==> config.mk <==
export PLATFORM = sky130hd
export DESIGN_NAME = swd_req_parser_flat
export DESIGN_NICKNAME = d
export VERILOG_FILES = /design/src/rtl/swd_req_parser_pkg.sv /design/src/rtl/swd_req_parser_if.sv /design/src/rtl/swd_req_parser.sv /design/src/flat_wrapper.sv
export SDC_FILE = /design/constraint.sdc
export NUM_CORES = 1
export LEC_CHECK = 0
export ABC_AREA = 1
export BUFFER_PORTS_ARGS = -buffer_cell sky130_fd_sc_hd__buf_2
export CAP_MARGIN = 20
export CORE_ASPECT_RATIO = 0.7
export CORE_MARGIN = 2
export CORE_UTILIZATION = 40
export DETAILED_ROUTE_END_ITERATION = 10
export PLACE_DENSITY = 0.62
export SETUP_SLACK_MARGIN = 0.02
export SYNTH_ARGS = -nofsm -noshare
export SYNTH_HDL_FRONTEND = slang
export SYNTH_SLANG_ARGS = --single-unit
==> constraint.sdc <==
create_clock -name sck -period 2.68 [get_ports sck]
set_input_delay 0.268 -clock sck [delete_from_list [all_inputs] [get_ports sck]]
set_output_delay 0.268 -clock sck [all_outputs]
set_load 0.05 [all_outputs]
==> src/rtl/swd_req_parser_pkg.sv <==
// Shared definitions for the SWD request parser and the downstream
// ACK/data-phase engine.
//   link_state_e : FSM state encodings (also exported on link_state)
//   HDR_*        : bit positions within the 8-bit LSB-first request header
//   hdr_good()   : well-formedness check of a complete header
package swd_req_parser_pkg;

    typedef enum logic [2:0] {
        ST_UNSYNC     = 3'd0,
        ST_RESET_SEEN = 3'd1,
        ST_IDLE       = 3'd2,
        ST_HDR        = 3'd3,
        ST_BUSY       = 3'd4
    } link_state_e;

    localparam int unsigned HDR_START  = 0;
    localparam int unsigned HDR_APNDP  = 1;
    localparam int unsigned HDR_RNW    = 2;
    localparam int unsigned HDR_A_LO   = 3;
    localparam int unsigned HDR_A_HI   = 4;
    localparam int unsigned HDR_PARITY = 5;
    localparam int unsigned HDR_STOP   = 6;
    localparam int unsigned HDR_PARK   = 7;

    // Even parity over APnDP, RnW, A[3:2]; stop must be 0, park must be 1.
    function automatic logic hdr_good(input logic [7:0] h);
        return h[HDR_START]
             & ((^h[HDR_A_HI:HDR_APNDP]) == h[HDR_PARITY])
             & ~h[HDR_STOP]
             & h[HDR_PARK];
    endfunction

endpackage

==> src/rtl/swd_req_parser_if.sv <==
// Bit-stream / request bundle between the SWD frontend, the request parser
// and the ACK/data-phase engine.
//   master : frontend/engine side - drives bit_valid, bit_in, phase_done,
//            observes the parser's events, decoded fields and debug state
//   slave  : parser side
interface swd_req_parser_if #(
    parameter int unsigned IDLE_W = 8
) ();
    logic              bit_valid;
    logic              bit_in;
    logic              phase_done;
    logic              line_reset;
    logic              req_valid;
    logic              req_err;
    logic              req_apndp;
    logic              req_rnw;
    logic [1:0]        req_addr;
    logic [IDLE_W-1:0] idle_cnt;
    logic [2:0]        link_state;

    modport master (
        output bit_valid, bit_in, phase_done,
        input  line_reset, req_valid, req_err, req_apndp, req_rnw,
               req_addr, idle_cnt, link_state
    );

    modport slave (
        input  bit_valid, bit_in, phase_done,
        output line_reset, req_valid, req_err, req_apndp, req_rnw,
               req_addr, idle_cnt, link_state
    );
endinterface

==> src/rtl/swd_req_parser.sv <==
// SWD link-state tracker and request-header parser (sck domain).
// Detects line reset (RESET_LEN consecutive ones), counts idle zeros and
// decodes the 8-bit request header, handing off to the ACK/data engine
// until it signals phase_done.
//   sck, rst_n : clock, synchronous active-low reset
//   bus        : slave side of swd_req_parser_if (bit stream in, event
//                pulses, held request fields, idle_cnt, link_state out)
module swd_req_parser
    import swd_req_parser_pkg::*;
#(
    parameter int unsigned RESET_LEN = 50,
    parameter int unsigned IDLE_W    = 8
) (
    input  logic            sck,
    input  logic            rst_n,
    swd_req_parser_if.slave bus
);

    localparam int unsigned       ONES_W    = $clog2(RESET_LEN + 1);
    localparam logic [ONES_W-1:0] ONES_MAX  = ONES_W'(RESET_LEN);
    localparam logic [ONES_W-1:0] ONES_LAST = ONES_W'(RESET_LEN - 1);

    link_state_e       state;
    logic [ONES_W-1:0] ones_cnt;
    logic [6:0]        hdr_sr;
    logic [2:0]        bit_cnt;
    logic [IDLE_W-1:0] idle_cnt;
    logic              line_reset_q;
    logic              req_valid_q;
    logic              req_err_q;
    logic              apndp_q;
    logic              rnw_q;
    logic [1:0]        addr_q;

    logic              reset_hit;
    logic [7:0]        hdr_full;

    always_comb begin
        reset_hit = bus.bit_valid && bus.bit_in && (ones_cnt == ONES_LAST);
        // Earlier bits enter at the top and shift down, so after seven bits
        // the start bit sits at hdr_sr[0] and the incoming bit is the park bit.
        hdr_full  = {bus.bit_in, hdr_sr};
    end

    always_ff @(posedge sck) begin
        if (!rst_n) begin
            state        <= ST_UNSYNC;
            ones_cnt     <= '0;
            hdr_sr       <= '0;
            bit_cnt      <= '0;
            idle_cnt     <= '0;
            line_reset_q <= 1'b0;
            req_valid_q  <= 1'b0;
            req_err_q    <= 1'b0;
            apndp_q      <= 1'b0;
            rnw_q        <= 1'b0;
            addr_q       <= '0;
        end else begin
            line_reset_q <= 1'b0;
            req_valid_q  <= 1'b0;
            req_err_q    <= 1'b0;

            if (bus.bit_valid) begin
                if (!bus.bit_in) begin
                    ones_cnt <= '0;
                end else if (ones_cnt != ONES_MAX) begin
                    ones_cnt <= ones_cnt + ONES_W'(1);
                end

                // Line reset overrides every state, including a header in flight.
                if (reset_hit) begin
                    line_reset_q <= 1'b1;
                    state        <= ST_RESET_SEEN;
                    bit_cnt      <= '0;
                end else begin
                    unique case (state)
                        ST_UNSYNC: ;
                        ST_RESET_SEEN: begin
                            if (!bus.bit_in) begin
                                state    <= ST_IDLE;
                                idle_cnt <= IDLE_W'(1);
                            end
                        end
                        ST_IDLE: begin
                            if (bus.bit_in) begin
                                state   <= ST_HDR;
                                hdr_sr  <= 7'b100_0000;
                                bit_cnt <= 3'd1;
                            end else if (idle_cnt != '1) begin
                                idle_cnt <= idle_cnt + IDLE_W'(1);
                            end
                        end
                        ST_HDR: begin
                            if (bit_cnt == 3'd7) begin
                                bit_cnt <= '0;
                                if (hdr_good(hdr_full)) begin
                                    req_valid_q <= 1'b1;
                                    apndp_q     <= hdr_full[HDR_APNDP];
                                    rnw_q       <= hdr_full[HDR_RNW];
                                    addr_q      <= hdr_full[HDR_A_HI:HDR_A_LO];
                                    state       <= ST_BUSY;
                                end else begin
                                    req_err_q <= 1'b1;
                                    state     <= ST_UNSYNC;
                                end
                            end else begin
                                hdr_sr  <= {bus.bit_in, hdr_sr[6:1]};
                                bit_cnt <= bit_cnt + 3'd1;
                            end
                        end
                        ST_BUSY: begin
                            if (bus.phase_done) begin
                                state    <= ST_IDLE;
                                idle_cnt <= '0;
                            end
                        end
                        default: state <= ST_UNSYNC;
                    endcase
                end
            end
        end
    end

    assign bus.line_reset = line_reset_q;
    assign bus.req_valid  = req_valid_q;
    assign bus.req_err    = req_err_q;
    assign bus.req_apndp  = apndp_q;
    assign bus.req_rnw    = rnw_q;
    assign bus.req_addr   = addr_q;
    assign bus.idle_cnt   = idle_cnt;
    assign bus.link_state = state;

endmodule

==> src/flat_wrapper.sv <==
// flat-port wrapper written by rule: the top's interface ports become plain ports
module swd_req_parser_flat import swd_req_parser_pkg::*;
#(
    parameter int unsigned RESET_LEN = 50,
    parameter int unsigned IDLE_W    = 8
)
  (sck, rst_n, bus_bit_valid, bus_bit_in, bus_phase_done, bus_line_reset, bus_req_valid, bus_req_err, bus_req_apndp, bus_req_rnw, bus_req_addr, bus_idle_cnt, bus_link_state);
  swd_req_parser_if #(.IDLE_W(IDLE_W)) bus_i ();
  input  logic sck;
  input  logic rst_n;
  input wire logic [$bits(bus_i.bit_valid)-1:0] bus_bit_valid;
  input wire logic [$bits(bus_i.bit_in)-1:0] bus_bit_in;
  input wire logic [$bits(bus_i.phase_done)-1:0] bus_phase_done;
  output wire logic [$bits(bus_i.line_reset)-1:0] bus_line_reset;
  output wire logic [$bits(bus_i.req_valid)-1:0] bus_req_valid;
  output wire logic [$bits(bus_i.req_err)-1:0] bus_req_err;
  output wire logic [$bits(bus_i.req_apndp)-1:0] bus_req_apndp;
  output wire logic [$bits(bus_i.req_rnw)-1:0] bus_req_rnw;
  output wire logic [$bits(bus_i.req_addr)-1:0] bus_req_addr;
  output wire logic [$bits(bus_i.idle_cnt)-1:0] bus_idle_cnt;
  output wire logic [$bits(bus_i.link_state)-1:0] bus_link_state;
  assign bus_i.bit_valid = bus_bit_valid;
  assign bus_i.bit_in = bus_bit_in;
  assign bus_i.phase_done = bus_phase_done;
  assign bus_line_reset = bus_i.line_reset;
  assign bus_req_valid = bus_i.req_valid;
  assign bus_req_err = bus_i.req_err;
  assign bus_req_apndp = bus_i.req_apndp;
  assign bus_req_rnw = bus_i.req_rnw;
  assign bus_req_addr = bus_i.req_addr;
  assign bus_idle_cnt = bus_i.idle_cnt;
  assign bus_link_state = bus_i.link_state;
  swd_req_parser #(.RESET_LEN(RESET_LEN), .IDLE_W(IDLE_W)) u_core (.sck(sck), .rst_n(rst_n), .bus(bus_i));
endmodule
==> flow_summary.ini <==
[die]
die_y_um = 62.8
io-pin-count = 23
die_area_um2 = 5530
initial_core_util = 0.414
die_w_um = 88.1
design.core.area_um2 = 4780
core.rowCount = 21

[logic_synthesis]
synth_area_leaders = dfxtp_1, nand2_1, nor2_1
synthesis.area_um2 = 1980
synth.net_count = 297
syn_inst = 286
async_flop_share = 0
synth_edf_count = 0
yosys_warnings = 0
synth.most_common_cell = nand2_1
yosysSeqAreaShare = 0.344
yosys.area.top_type = dfxtp_1
synth_seq_cells = 34
synth_top_area_frac = 0.344
synth_area_per_cell_um2 = 6.92
netlist_top_cells_count = nand2_1, nor2_1, dfxtp_1, inv_1, nand3_1
yosysUniqueCellTypes = 29
synth-main-ff-cell = dfxtp_1

[clock_tree]
numClockSinks = 34
clk_latency_ns = 0.29
clk_pin_slew_ns = 0.07
clockRootBuffer = clkbuf_8
cts_buffers = 5
cts_post_setup_buffers_inserted = 0
ctsResizeCount = 0
clockBufferDepth = 2
h-tree-depth = 2
cts_tree = done
cts_hold_buf = 0

[pwr]
irDropWorstVdd_uv = 215
power.share.clock = 0.423
swShare = 0.238
intPower_mw = 0.724
p_per_area_nw_per_um2 = 426
power.total_mw = 0.951
p_sw_mw = 0.227
p_seq_frac = 0.536
leakage_nw = 0.967
power.share.combinational = 0.041

[critical_path]
critPathSlowestCell = dfxtp_1
critPathRequiredTime_ns = 2.87
cp_max_fo = 13
crit_chain = inv_2, nand3_2, nor2_2, nor2_8, nand2_4, nor2_4, o21ai_0, nand2_1, nor2_1
critPathTopFamily = simple AND/OR/NAND/NOR gates
cp.arrival_ns = 1.99
worst-path-buf-inv = 1
start_kind = register
worstSetupPathType = reg2reg
slowest_delay_ns = 0.53
end_kind = register

[routing]
drc_errors = 0
wl_per_cell_um = 11.1
dr.pass1.iters = 5
vias_per_cell = 4.75
wirelength_mm = 4.22
antenna_left = 0
via_count = 1805
drtIter0Drc = 128

[timing]
timing.final.crit_share = 0.673
hold_violations = 0
setup_slack_ns = 0.875
finalSetupTns_ns = 0
worst_slew_pin_slew_ns = 0.511
skew_ns = 0.00273
max_freq_ghz = 0.554
maxSlewViolCount = 0
min_period_ns = 1.80
grt_setup_unrepaired = no
finalSetupViolations = 0
relSlewSlack = 0.659

[global_route]
grt_max_degree = 18
grt-ovfl-total = 0
grt_pass1_wl_mm = 7.12
grt_pass1_vias = 1500
antenna_found_initial = 0
grt_usage = 0.161

[final_layout]
fin_cells = 380
multi_input_area_um2 = 1130
seq_area_um2 = 681
area_delta_synth_final_pct = 12.8
drive_gt1_frac = 0.177
fillCellCount = 499
antenna_cells = 0
nets = 321
stdcell_area_um2 = 2230

[place]
place.gp.congestion = 0.832
dp_cells = 372
placed_cell_area_um2 = 2140
io_buffers = 22
pre_cts_slack_ns = 0.895
hpwl_mm = 3.12

[hold_path]
hold_class = in2reg

[run_status]
status = complete, no violations

[flow_run]
cap_violations = 0
==> power groups by stage <==
| stage | clock network, mW | registers (mW) | logic (mW) |
|---|---|---|---|
| finish | 0.402 | 0.510 | 0.0390 |
| global route | 0.441 | 0.510 | 0.0442 |
| CTS | 0.418 | 0.510 | 0.0393 |
| detailed placement | 0 | 0.522 | 0.0391 |
| global placement | 0 | 0.521 | 0.0393 |
| floorplan | 0 | 0.521 | 0.0278 |
==> routing by layer <==
layer / track usage / up-vias / share of wire
met5: 0 / - / 0
met2: 0.203 / 56 / 0.37
met4: 0.0511 / 0 / 0.011
li1: - / 961 / -
met1: 0.259 / 781 / 0.56
met3: 0.0396 / 7 / 0.057
==> kinds of logic (layout without fill, tap and decap cells) <==
logic type / Yosys count / in the layout / synth area share
xor+xnor: 5 / 5 / 0.0221
flops: 34 / 34 / 0.344
fa+ha+maj: 6 / 6 / 0.0379
simple gates: 162 / 162 / 0.405
compound gates: 40 / 40 / 0.108
buf+inv: 39 / 64 / 0.0835
==> stage by stage <==
stage | utilization | hold WS (ns)
finish | 0.467 | 0.365
global route | 0.467 | 0.378
CTS | 0.467 | 0.347
detailed placement | 0.447 | 0.490
global placement | 0.447 | 0.485
floorplan | - | 0.438
==> final timing paths <==
path	from	to	slack (ns)	cells after the start
setup / recovery	u_core.bus.link_state[2]	u_core.hdr_sr[1]	0.88	9
setup reg to reg	u_core.bus.link_state[2]	u_core.hdr_sr[1]	0.88	9
hold reg to reg	u_core.hdr_sr[0]	u_core.hdr_sr[0]	0.50	2
hold / removal	rst_n	u_core.bus.req_rnw	0.37	3
==> worst register-to-register path, cell delays in order, from the launching register on <==
cell and delay [ns]:
dfxtp_1 0.53, inv_2 0.11, nand3_2 0.25, nor2_2 0.11, nor2_8 0.12, nand2_4 0.07, nor2_4 0.24, o21ai_0 0.17
nand2_1 0.09, nor2_1 0.04
==> flip-flops by register name, indices dropped and copies added (netlist names) <==
register,cells
u_core.bus.line_reset,1
u_core.bus.req_apndp,1
u_core.bus.link_state,3
u_core.bit_cnt,3
u_core.ones_cnt,6
u_core.bus.idle_cnt,8
u_core.bus.req_err,1
u_core.bus.req_valid,1
u_core.bus.req_addr,2
u_core.hdr_sr,7
u_core.bus.req_rnw,1
==> layout by cell type, fill, tap and decap left out, types with 2 or more instances in the layout <==
cell	instances
nand2_1	70
nor2_2	2
nand3_2	2
a21oi_1	20
clkbuf_8	6
dfxtp_1	34
nand2_2	4
o21bai_1	2
nand2_4	4
inv_1	31
buf_2	22
xor2_1	4
nand4_1	6
inv_2	3
nor2_4	4
ha_1	6
nand3_1	23
nand3b_1	2
nor2_1	41
o21ai_0	15
==> final cells by class <==
| cell class | instances | share of cell area |
|---|---|---|
| Inverter | 34 | 0.0572 |
| Multi-Input combinational cell | 213 | 0.507 |
| Clock inverter | 2 | 0.00561 |
| Clock buffer | 6 | 0.0370 |
| Timing Repair Buffer | 22 | 0.0493 |
| Tap cell | 69 | 0.0387 |
| Sequential cell | 34 | 0.305 |
No activity file was read; power rests on OpenSTA's default activity.
